### config.mk
export PLATFORM = sky130hd
export DESIGN_NAME = race_render_ctrl
export DESIGN_NICKNAME = d
export VERILOG_FILES = /design/src/rtl/race_pkg.sv /design/src/rtl/race_pixel_scan.sv /design/src/rtl/race_render_ctrl.sv
export SDC_FILE = /design/constraint.sdc
export NUM_CORES = 1
export LEC_CHECK = 0
export ABC_AREA = 1
export ABC_CLOCK_PERIOD_IN_PS = 4500
export BUFFER_PORTS_ARGS = -buffer_cell sky130_fd_sc_hd__buf_2
export CORE_MARGIN = 5
export CORE_UTILIZATION = 50
export CTS_CLUSTER_SIZE = 10
export DETAILED_ROUTE_END_ITERATION = 12
export PLACE_DENSITY = 0.74
export REMOVE_ABC_BUFFERS = 1
export SYNTH_ARGS = -nofsm -noshare
export SYNTH_HDL_FRONTEND = slang
export SYNTH_SLANG_ARGS = --single-unit
### constraint.sdc
create_clock -name clock -period 4.5 [get_ports clock]
set_input_delay 0.225 -clock clock [delete_from_list [all_inputs] [get_ports clock]]
set_output_delay 0.225 -clock clock [all_outputs]
set_load 0.05 [all_outputs]
### src/rtl/race_pkg.sv
// Shared types and constants for the race renderer: FSM states, move encodings, colours.
package race_pkg;

    typedef enum logic [2:0] {
        S_IDLE,
        S_DRAW_BG,
        S_DRAW_CAR,
        S_WAIT_MOVE,
        S_ERASE_CAR,
        S_UPDATE_POS,
        S_REDRAW_CAR
    } state_t;

    typedef enum logic [1:0] {
        MV_STRAIGHT,
        MV_LEFT,
        MV_RIGHT
    } mv_t;

    // move_dir per car is one-hot {right,left,straight}
    localparam logic [2:0] DIR_STRAIGHT = 3'b001;
    localparam logic [2:0] DIR_LEFT     = 3'b010;
    localparam logic [2:0] DIR_RIGHT    = 3'b100;

    localparam logic [2:0] COL_OFF     = 3'b000;
    localparam logic [2:0] COL_BG_DEF  = 3'b010;
    localparam logic [2:0] COL_CAR_DEF = 3'b100;

    localparam int XW = 8;
    localparam int YW = 7;

endpackage

### src/rtl/race_pixel_scan.sv
// Raster counter over a W x H window, x fastest; done marks the last pixel and the
// counter wraps to the origin on the following advance.
module race_pixel_scan
    import race_pkg::*;
#(
    parameter int W = 160,
    parameter int H = 120
) (
    input  logic          clk,
    input  logic          rst_n,
    input  logic          clear,
    input  logic          en,
    output logic [XW-1:0] cx,
    output logic [YW-1:0] cy,
    output logic          done
);

    logic [XW-1:0] cx_q, cx_d;
    logic [YW-1:0] cy_q, cy_d;

    always_comb begin
        cx_d = cx_q;
        cy_d = cy_q;
        if (clear) begin
            cx_d = '0;
            cy_d = '0;
        end else if (en) begin
            if (cx_q == XW'(W - 1)) begin
                cx_d = '0;
                cy_d = (cy_q == YW'(H - 1)) ? '0 : cy_q + YW'(1);
            end else begin
                cx_d = cx_q + XW'(1);
            end
        end
    end

    always_ff @(posedge clk or negedge rst_n) begin
        if (!rst_n) begin
            cx_q <= '0;
            cy_q <= '0;
        end else begin
            cx_q <= cx_d;
            cy_q <= cy_d;
        end
    end

    assign cx   = cx_q;
    assign cy   = cy_q;
    assign done = (cx_q == XW'(W - 1)) && (cy_q == YW'(H - 1));

endmodule

### src/rtl/race_render_ctrl.sv
// Race game render controller: background/sprite plotting and per-car move servicing.
// Optional RACE_COLLISION_EN rejects moves that would overlap another car.
module race_render_ctrl
    import race_pkg::*;
#(
    parameter int         SCREEN_W   = 160,
    parameter int         SCREEN_H   = 120,
    parameter int         CAR_W      = 4,
    parameter int         CAR_H      = 4,
    parameter int         NUM_CARS   = 2,
    parameter int         STEP       = 1,
    parameter logic [2:0] BG_COLOUR  = COL_BG_DEF,
    parameter logic [2:0] CAR_COLOUR = COL_CAR_DEF
) (
    input  logic                  clock,
    input  logic                  resetn,
    input  logic                  start,
    input  logic                  oneframe,
    input  logic [3*NUM_CARS-1:0] move_dir,
`ifdef RACE_COLLISION_EN
    output logic                  collision,
`endif
    output logic [7:0]            x,
    output logic [6:0]            y,
    output logic [2:0]            colour,
    output logic                  plot,
    output logic                  busy
);

    localparam int IW = (NUM_CARS > 1) ? $clog2(NUM_CARS) : 1;

    function automatic int init_x(int i);
        return (i + 1) * SCREEN_W / (NUM_CARS + 1) - CAR_W / 2;
    endfunction

    state_t                        state_q, state_d;
    logic [NUM_CARS-1:0][XW-1:0]   car_x_q, car_x_d;
    logic [NUM_CARS-1:0][YW-1:0]   car_y_q, car_y_d;
    logic [NUM_CARS-1:0]           pend_q, pend_d;
    logic [NUM_CARS-1:0][1:0]      mv_q, mv_d;
    logic [IW-1:0]                 sel_q, sel_d, idx_q, idx_d;

    logic [XW-1:0] bx, sx, nx;
    logic [YW-1:0] by, sy, ny;
    logic          bg_done, spr_done, spr_en, hit;
    logic [IW-1:0] cur;

    assign spr_en = (state_q == S_DRAW_CAR) || (state_q == S_ERASE_CAR) ||
                    (state_q == S_REDRAW_CAR);
    assign cur    = (state_q == S_DRAW_CAR) ? idx_q : sel_q;

    race_pixel_scan #(.W(SCREEN_W), .H(SCREEN_H)) u_bg_scan (
        .clk(clock), .rst_n(resetn), .clear(state_q == S_IDLE),
        .en(state_q == S_DRAW_BG), .cx(bx), .cy(by), .done(bg_done)
    );

    race_pixel_scan #(.W(CAR_W), .H(CAR_H)) u_spr_scan (
        .clk(clock), .rst_n(resetn), .clear(state_q == S_IDLE),
        .en(spr_en), .cx(sx), .cy(sy), .done(spr_done)
    );

    // Candidate position for the selected car, with edge clamp / vertical wrap
    always_comb begin
        nx  = car_x_q[sel_q];
        ny  = car_y_q[sel_q];
        hit = 1'b0;
        case (mv_t'(mv_q[sel_q]))
            MV_LEFT:  nx = (int'(car_x_q[sel_q]) < STEP) ? '0
                                                         : XW'(int'(car_x_q[sel_q]) - STEP);
            MV_RIGHT: nx = (int'(car_x_q[sel_q]) + STEP > SCREEN_W - CAR_W)
                           ? XW'(SCREEN_W - CAR_W) : XW'(int'(car_x_q[sel_q]) + STEP);
            default:  ny = (int'(car_y_q[sel_q]) < STEP) ? YW'(SCREEN_H - CAR_H)
                                                         : YW'(int'(car_y_q[sel_q]) - STEP);
        endcase
`ifdef RACE_COLLISION_EN
        for (int j = 0; j < NUM_CARS; j++) begin
            if (IW'(j) != sel_q &&
                int'(nx) < int'(car_x_q[j]) + CAR_W && int'(car_x_q[j]) < int'(nx) + CAR_W &&
                int'(ny) < int'(car_y_q[j]) + CAR_H && int'(car_y_q[j]) < int'(ny) + CAR_H)
                hit = 1'b1;
        end
`endif
    end

    always_comb begin
        state_d = state_q;
        car_x_d = car_x_q;
        car_y_d = car_y_q;
        pend_d  = pend_q;
        mv_d    = mv_q;
        sel_d   = sel_q;
        idx_d   = idx_q;

        // Requests are only sampled on the frame tick; a pending car keeps its first move
        if (state_q != S_IDLE && oneframe) begin
            for (int i = 0; i < NUM_CARS; i++) begin
                if (!pend_q[i] &&
                    (move_dir[3*i +: 3] & (DIR_STRAIGHT | DIR_LEFT | DIR_RIGHT)) != '0) begin
                    pend_d[i] = 1'b1;
                    if ((move_dir[3*i +: 3] & DIR_STRAIGHT) != '0)  mv_d[i] = MV_STRAIGHT;
                    else if ((move_dir[3*i +: 3] & DIR_LEFT) != '0) mv_d[i] = MV_LEFT;
                    else                                            mv_d[i] = MV_RIGHT;
                end
            end
        end

        case (state_q)
            S_IDLE: if (start) begin
                state_d = S_DRAW_BG;
                pend_d  = '0;
                idx_d   = '0;
                for (int i = 0; i < NUM_CARS; i++) begin
                    car_x_d[i] = XW'(init_x(i));
                    car_y_d[i] = YW'(SCREEN_H - CAR_H);
                end
            end
            S_DRAW_BG: if (bg_done) state_d = S_DRAW_CAR;
            S_DRAW_CAR: if (spr_done) begin
                if (idx_q == IW'(NUM_CARS - 1)) begin
                    idx_d   = '0;
                    state_d = S_WAIT_MOVE;
                end else begin
                    idx_d = idx_q + IW'(1);
                end
            end
            S_WAIT_MOVE: if (pend_q != '0) begin
                for (int i = NUM_CARS - 1; i >= 0; i--)
                    if (pend_q[i]) sel_d = IW'(i);
                state_d = S_ERASE_CAR;
            end
            S_ERASE_CAR: if (spr_done) state_d = S_UPDATE_POS;
            S_UPDATE_POS: begin
                if (!hit) begin
                    car_x_d[sel_q] = nx;
                    car_y_d[sel_q] = ny;
                end
                state_d = S_REDRAW_CAR;
            end
            S_REDRAW_CAR: if (spr_done) begin
                pend_d[sel_q] = 1'b0;
                state_d       = S_WAIT_MOVE;
            end
            default: state_d = S_IDLE;
        endcase
    end

    always_ff @(posedge clock or negedge resetn) begin
        if (!resetn) begin
            state_q <= S_IDLE;
            car_x_q <= '0;
            car_y_q <= '0;
            pend_q  <= '0;
            mv_q    <= '0;
            sel_q   <= '0;
            idx_q   <= '0;
        end else begin
            state_q <= state_d;
            car_x_q <= car_x_d;
            car_y_q <= car_y_d;
            pend_q  <= pend_d;
            mv_q    <= mv_d;
            sel_q   <= sel_d;
            idx_q   <= idx_d;
        end
    end

    // Pixel outputs decode straight from state so reset blanks them without a clock
    always_comb begin
        plot   = 1'b0;
        x      = '0;
        y      = '0;
        colour = COL_OFF;
        case (state_q)
            S_DRAW_BG: begin
                plot = 1'b1; x = bx; y = by; colour = BG_COLOUR;
            end
            S_DRAW_CAR, S_REDRAW_CAR: begin
                plot = 1'b1; x = car_x_q[cur] + sx; y = car_y_q[cur] + sy; colour = CAR_COLOUR;
            end
            S_ERASE_CAR: begin
                plot = 1'b1; x = car_x_q[cur] + sx; y = car_y_q[cur] + sy; colour = BG_COLOUR;
            end
            default: ;
        endcase
    end

    assign busy = (state_q != S_IDLE) && (state_q != S_WAIT_MOVE);

`ifdef RACE_COLLISION_EN
    assign collision = (state_q == S_UPDATE_POS) && hit;
`endif

endmodule

==> out/metrics.csv, run 1 <==
stage,metric,value,unit
drt,wire_per_inst,14.52,um
grt,grt_overflow,0,
drt,viasPerCell,5.432,
synthesis,avgSynthCellArea,7.064,um2
synthesis,synth_edf_count,0,
sta,clock.fmax,256.6,MHz
placed_design,dpl_cell_area,0.005429,mm2
synthesis,yosysUniqueCellTypes,48,
layout,mostFrequentLayoutCells,"nand2_1 (179), inv_1 (105), dfrtp_1 (71)",
synthesis,yosys-top-cells-area,"dfrtp_1 (34%), nand2_1 (13%), inv_1 (7.6%), o21ai_0 (5.8%), ha_1 (5.5%)",
layout,fin_area,0.005649,mm2
synthesis,ys.flop_type,dfrtp_1,
sta,hold_violations,0,
floorplanning,dieArea,0.01258,mm2
synthesis,yosys.area.top_type,dfrtp_1,
synthesis,yosysSeqAreaShare,0.3404,
drt,ant_nets,0,
layout,area_delta_synth_final,8.222,%
worst_hold_path,hold_path.class,in2reg,
placed_design,gp_congestion,0.8499,
grt,grt_antenna_before_repair,0,
drt,totalWireLength,13110,um
floorplanning,dieHeight,112.2,um
cts,cts_resized,0,
grt,grtUsageTotal,0.2131,
floorplanning,start_util,0.5102,
synthesis,ys_warn_count,0,
sta,worstMarginPinSlew,0.8536,ns
floorplanning,num_rows,37,
sta,tns,0,ns
run_status,status,finished clean,
cts,clock-sinks,71,
synthesis,yosys_register_bits,71,
sta,fin_skew,0.01388,ns
cts,cts_inserted_buffers,9,
sta,drv_slew,0,
synthesis,syn_inst,739,
worst_setup_path,cp-start-kind,flop,
layout,drive_above_1_share,0.1213,
worst_setup_path,r2r_cells,10,
drt,drc,0,
worst_setup_path,crit_end,y[5],
worst_setup_path,path_class,reg2out,
cts,root_buffer,clkbuf_8,
cts,cts_tree,yes,
grt,grt_max_degree,39,
cts,cts_setup_buffers,0,
layout,final_util,0.5522,
worst_setup_path,regToRegSetupSlack,1.44,ns
layout,mostFrequentLayoutCell,nand2_1,
worst_setup_path,r2r-start,sel_q,
drt,vias,4905,
worst_setup_path,timing.critical_path.arrival,3.67,ns
cts,cts_max_path_buffers,2,
worst_setup_path,required,4.28,ns
sta,fin_crit_sh,0.8660,
synthesis,yosysTopAreaCellShare,0.3404,
drt,drtIter0Drc,503,
worst_setup_path,end_kind,output pin,
cts,cts_hold_buf,1,
grt,grt_first_pass_wirelength,22200,um
layout,n_antenna_cell,0,
layout,multi_input_area,0.002880,mm2
grt,grt_pass1_vias,4731,
cts,clk_latency,0.36,ns
drt,first_pass_iters,5,
cts,h-tree-depth,3,
layout,final_nets,798,
sta,fin_crit,3.897,ns
floorplanning,die_w,112.2,um
floorplanning,fp.coreArea,0.01023,mm2
synthesis,synth_area,0.005220,mm2
job,cap_violations,0,
worst_setup_path,rr_endpoint,car_y_q[5],
sta,setup_viol,0,
worst_setup_path,path_max_fanout,22,
sta,slew_headroom,0.4310,
placed_design,io_buffers,28,
placed_design,hpwl,9913,um
floorplanning,ios,30,
layout,seqCellArea,0.001777,mm2
synthesis,ys_async_sr_fraction,1.000,
sta,rsz0062_at_grt,false,
worst_setup_path,crit_start,state_q[0],
layout,fillers,973,
cts,clk_pin_slew_worst_paths,0.08,ns
[worst max-delay path: stages (launching register included)]
cell and delay [ns]:
dfrtp_1 0.45, inv_2 0.16, nand2_4 0.13, nor2_4 0.05, o21ai_2 0.56, o21ai_0 0.28
ha_1 0.35, nand2_1 0.06, nor2_1 0.04, a211oi_1 0.25, nor2_1 0.10, nor2_1 0.13
inv_1 0.06, a21oi_1 0.16, xor2_1 0.08, o21ai_0 0.16, buf_2 0.29
[metrics by stage]
step	hold WS [ns]	setup WS, ns	cells
4_1_cts	0.1003	0.6147	903
3_3_place_gp	0.3429	1.163	887
3_5_place_dp	0.3708	1.029	887
5_1_grt	0.1462	0.1578	903
2_1_floorplan	-0.07059	0.4397	719
6_report	0.1271	0.6029	903
[flip-flops by register name, indices dropped and copies added, names as in the netlist]
name	cells
car_x_q	16
car_y_q	14
idx_q	1
u_spr_scan.cy	7
u_spr_scan.cx	8
mv_q	4
sel_q	1
u_bg_scan.cx	8
state_q	3
u_bg_scan.cy	7
pend_q	2
[Yosys cell counts, types with 2 or more instances]
cell and n:
or2_2 2, clkbuf_1 5, o21ai_0 60, nand2_2 9, nor4_1 5, nand3b_1 3
o21ai_2 7, nor3_2 5, o22ai_1 24, nor2_2 3, o21ai_1 11, nor3_1 12
nor2_4 3, buf_4 3, o32ai_1 2, nand4_1 9, buf_6 5, a31oi_1 3
dfrtp_1 71, fa_1 2, a21oi_1 38, nor2_1 65, buf_2 6, nand2_1 179
nand2_4 2, ha_1 23, inv_1 105, inv_2 9, xor2_1 18, nand3_1 32
[routing by layer]
| metal | global-route usage | part of all wire | vias to the layer above |
|---|---|---|---|
| li1 | - | - | 2462 |
| met2 | 0.3520 | 0.48 | 149 |
| met4 | 0.06490 | 0.014 | 0 |
| met5 | 0 | 0 | - |
| met1 | 0.2772 | 0.45 | 2276 |
| met3 | 0.05175 | 0.060 | 18 |
[cell type report]
cell class	count	area share
Clock buffer	9	0.02193
Clock inverter	6	0.01528
Inverter	115	0.07641
Multi-Input combinational cell	533	0.5099
Sequential cell	71	0.3145
Tap cell	136	0.03012
Timing Repair Buffer	33	0.03189
[cell families after synthesis]
kind of cell | share of synthesized area
xor gates and xnor gates | 0.03500
DFF | 0.3404
AOI/OAI and AO/OA | 0.1685
buffers and inverters | 0.1079
and+or+nand+nor | 0.2848
adders and majority gates | 0.06280
other | 0.0007184
[worst min path at each step]
stage | startpoint | cells after the start | slack, ns | endpoint
detailed placement | resetn | 1 | 0.37 | u_bg_scan.cy[6]
global placement | resetn | 1 | 0.34 | u_bg_scan.cy[6]
floorplan | resetn | 0 | -0.07 | car_x_q[0]
finish | move_dir[1] | 3 | 0.13 | mv_q[0]
global route | move_dir[1] | 3 | 0.15 | mv_q[0]
CTS | move_dir[1] | 3 | 0.10 | mv_q[0]
Power of run 1 is left out: the tool's default activity adds up to more than one toggle a clock period on the data nets, which glitch-free logic cannot reach.
==> run 2, diff against run 1 <==
--- a/config.mk
+++ b/config.mk
@@ -12,7 +12,8 @@
 export CORE_UTILIZATION = 50
 export CTS_CLUSTER_SIZE = 10
 export DETAILED_ROUTE_END_ITERATION = 12
-export PLACE_DENSITY = 0.74
+export GPL_TIMING_DRIVEN = 0
+export PLACE_DENSITY_LB_ADDON = 0.05
 export REMOVE_ABC_BUFFERS = 1
 export SYNTH_ARGS = -nofsm -noshare
 export SYNTH_HDL_FRONTEND = slang
==> run 2 against run 1 <==
Sequential share of layout area increased by 0.078 points; worst hold slack got worse by 0.0055 ns; flip-flop and latch count unchanged; worst setup slack lost 0.23 ns; die area did not move; fmax shrank 5.6%; utilization is 0.098 points lower; clock skew is 0.0016 ns lower; register-to-register slack worse by 0.06 ns; critical path depth fell by 3; count of clock-buffer cells in the layout up 2; final cell count is 0.22% lower; critical path type unchanged; largest cell class unchanged.
==> out/metrics.csv, run 2 (synthesized netlist as in run 1, its figures left out) <==
stage,metric,value,unit,change
run_status,status,finished clean,,
floorplanning,fp.coreArea,0.01023,mm2,unchanged
sta,drv_slew,0,,unchanged
cts,clock-sinks,71,,unchanged
grt,grt_antenna_before_repair,0,,unchanged
sta,slew_headroom,0.4466,,+0.01559
worst_setup_path,cp_num_buf_inv,2,,-1
floorplanning,dieArea,0.01258,mm2,unchanged
job,cap_violations,0,,unchanged
layout,area_delta_synth_final,8.030,%,
cts,cts_max_path_buffers,2,,unchanged
worst_setup_path,required,4.28,ns,about the same
floorplanning,die_w,112.2,um,unchanged
drt,wire_per_inst,14.40,um,-0.85%
sta,rsz0062_at_grt,false,,
layout,reg_top3,"car_x_q: 16 flops, car_y_q: 14 flops",,
worst_setup_path,crit_top_cell,nand2_1,,
cts,h-tree-depth,3,,unchanged
drt,ant_nets,0,,unchanged
sta,worstMarginPinSlew,0.8271,ns,-0.02644 ns
cts,clk_pin_slew_worst_paths,0.08,ns,about the same
placed_design,pre_cts_ws,0.05336,ns,-0.9752 ns
worst_setup_path,timing.critical_path.arrival,3.91,ns,+0.24 ns
drt,vias,4834,,-1.4%
grt,grt_first_pass_wirelength,21920,um,-1.2%
sta,hold_slack,0.1216,ns,-0.005469 ns
layout,drive_above_1_share,0.1190,,-0.002297
drt,drtIter0Drc,367,,-27%
floorplanning,ios,30,,unchanged
drt,viasPerCell,5.365,,-1.2%
grt,grt_max_degree,43,,+10%
cts,cts_inserted_buffers,9,,unchanged
sta,fin_skew,0.01227,ns,-0.001614 ns
cts,cts_setup_buffers,0,,unchanged
placed_design,io_buffers,28,,unchanged
cts,clk_latency,0.37,ns,about the same
floorplanning,dieHeight,112.2,um,unchanged
sta,clock.fmax,242.1,MHz,-5.6%
layout,n_antenna_cell,0,,unchanged
layout,fillers,1014,,+4.2%
sta,hold_violations,0,,unchanged
placed_design,hpwl,9846,um,-0.67%
layout,regMostFlops,car_x_q,,
placed_design,gp_congestion,0.8334,,-1.9%
worst_setup_path,crit_chain,o21ai_4 -> nand2_1 -> o21ai_0 -> ha_1 -> inv_1 -> fa_1 -> o21ai_0 -> nand2_1 -> nand2_1 -> a21oi_1 -> xor2_1 -> o22ai_1 -> buf_2,,
floorplanning,num_rows,37,,unchanged
sta,tns,0,ns,unchanged
sta,fin_crit_sh,0.9178,,+0.05176
worst_setup_path,crit_family,compound AO/OA/AOI/OAI gates,,
grt,grt_pass1_vias,4559,,-3.6%
worst_setup_path,path_class,reg2out,,
layout,mostFrequentLayoutCell,nand2_1,,
worst_setup_path,end_kind,output pin,,
drt,first_pass_iters,4,,-1
drt,totalWireLength,12970,um,-1.1%
layout,final_nets,795,,-0.38%
cts,cts_tree,yes,,
layout,final_util,0.5512,,-0.0009780
worst_setup_path,cp-start-kind,flop,,
grt,grt_overflow,0,,unchanged
sta,timing.final.ws_setup,0.3700,ns,-0.2329 ns
layout,largest_reg_flops,16,,unchanged
sta,setup_viol,0,,unchanged
worst_setup_path,path_max_fanout,39,,+77%
worst_setup_path,crit_path_max_incr_delay,0.73,ns,+0.17 ns
floorplanning,start_util,0.5102,,unchanged
sta,fin_crit,4.130,ns,+0.2329 ns
layout,mostFrequentLayoutCells,"nand2_1 (179), inv_1 (105), dfrtp_1 (70)",,
cts,root_buffer,clkbuf_8,,
worst_hold_path,hold_path.class,in2reg,,
grt,grtUsageTotal,0.2106,,-0.002453
drt,drc,0,,unchanged
worst_setup_path,cp_slowest_cell,o21ai_4,,
-- run 2: cell types whose count changed in the layout (fill, tap and decap cells not counted) --
cell and change:
clkbuf_8 +1, buf_4 -3, dfrtp_2 +1, o21ai_4 +1, bufinv_16 -1, o21ai_2 -1
clkinv_2 -1, clkinv_4 -1, dfrtp_1 -1, clkbuf_1 +1, clkinvlp_4 +2, buf_2 -1
buf_12 +1
-- run 2: repair_timing --
item / CTS / global route
resized for setup: 1 / 1
hold buffers: 1 / 0
hold endpoints to repair: 29 / 0
cloned: 0 / 0
endpoints found under the setup margin: 6 / 6
-- run 2: worst min-delay path: cells and delay by family --
family                 cells  cell delay [ns]
buffers and inverters      1             0.09
AND/OR/NAND/NOR            2             0.14
-- run 2: final cells by class --
cell class | count | area, um2 | share of cell area
clock inverters | 5 | 57.56 | 0.01021
inverters | 115 | 431.7 | 0.07655
well taps | 136 | 170.2 | 0.03018
multi-input cells | 533 | 2888 | 0.5121
repair buffers | 30 | 172.7 | 0.03062
flip-flops and latches | 71 | 1778 | 0.3153
clock buffers | 11 | 141.4 | 0.02507
-- run 2: worst paths after layout --
kind | from | end | slack (ns) | depth (start not counted)
max in group asynchronous | resetn | sel_q | 3.56 | 3
worst max register to register | sel_q | car_y_q[5] | 1.38 | 10
worst min register to register | mv_q[0] | mv_q[0] | 0.50 | 2
min in group asynchronous | resetn | u_bg_scan.cy[6] | 0.33 | 2
worst min-delay path | move_dir[1] | mv_q[0] | 0.12 | 3
worst max-delay path | sel_q | y[6] | 0.37 | 13
-- run 2: metrics by stage --
stage / cells / instance area, um2
after detailed placement: 884 / 5421
final: 901 / 5639
after CTS: 901 / 5632
after global placement: 883 / 5399
after floorplan: 719 / 5089
after global routing: 901 / 5639
-- run 2: layer usage --
metal / routed length (um) / global-route usage
met5: 0 / 0
met4: 171 / 0.05288
met3: 483 / 0.03881
met2: 6085 / 0.3500
met1: 6231 / 0.2847
Power of run 2 is left out for the same reason.
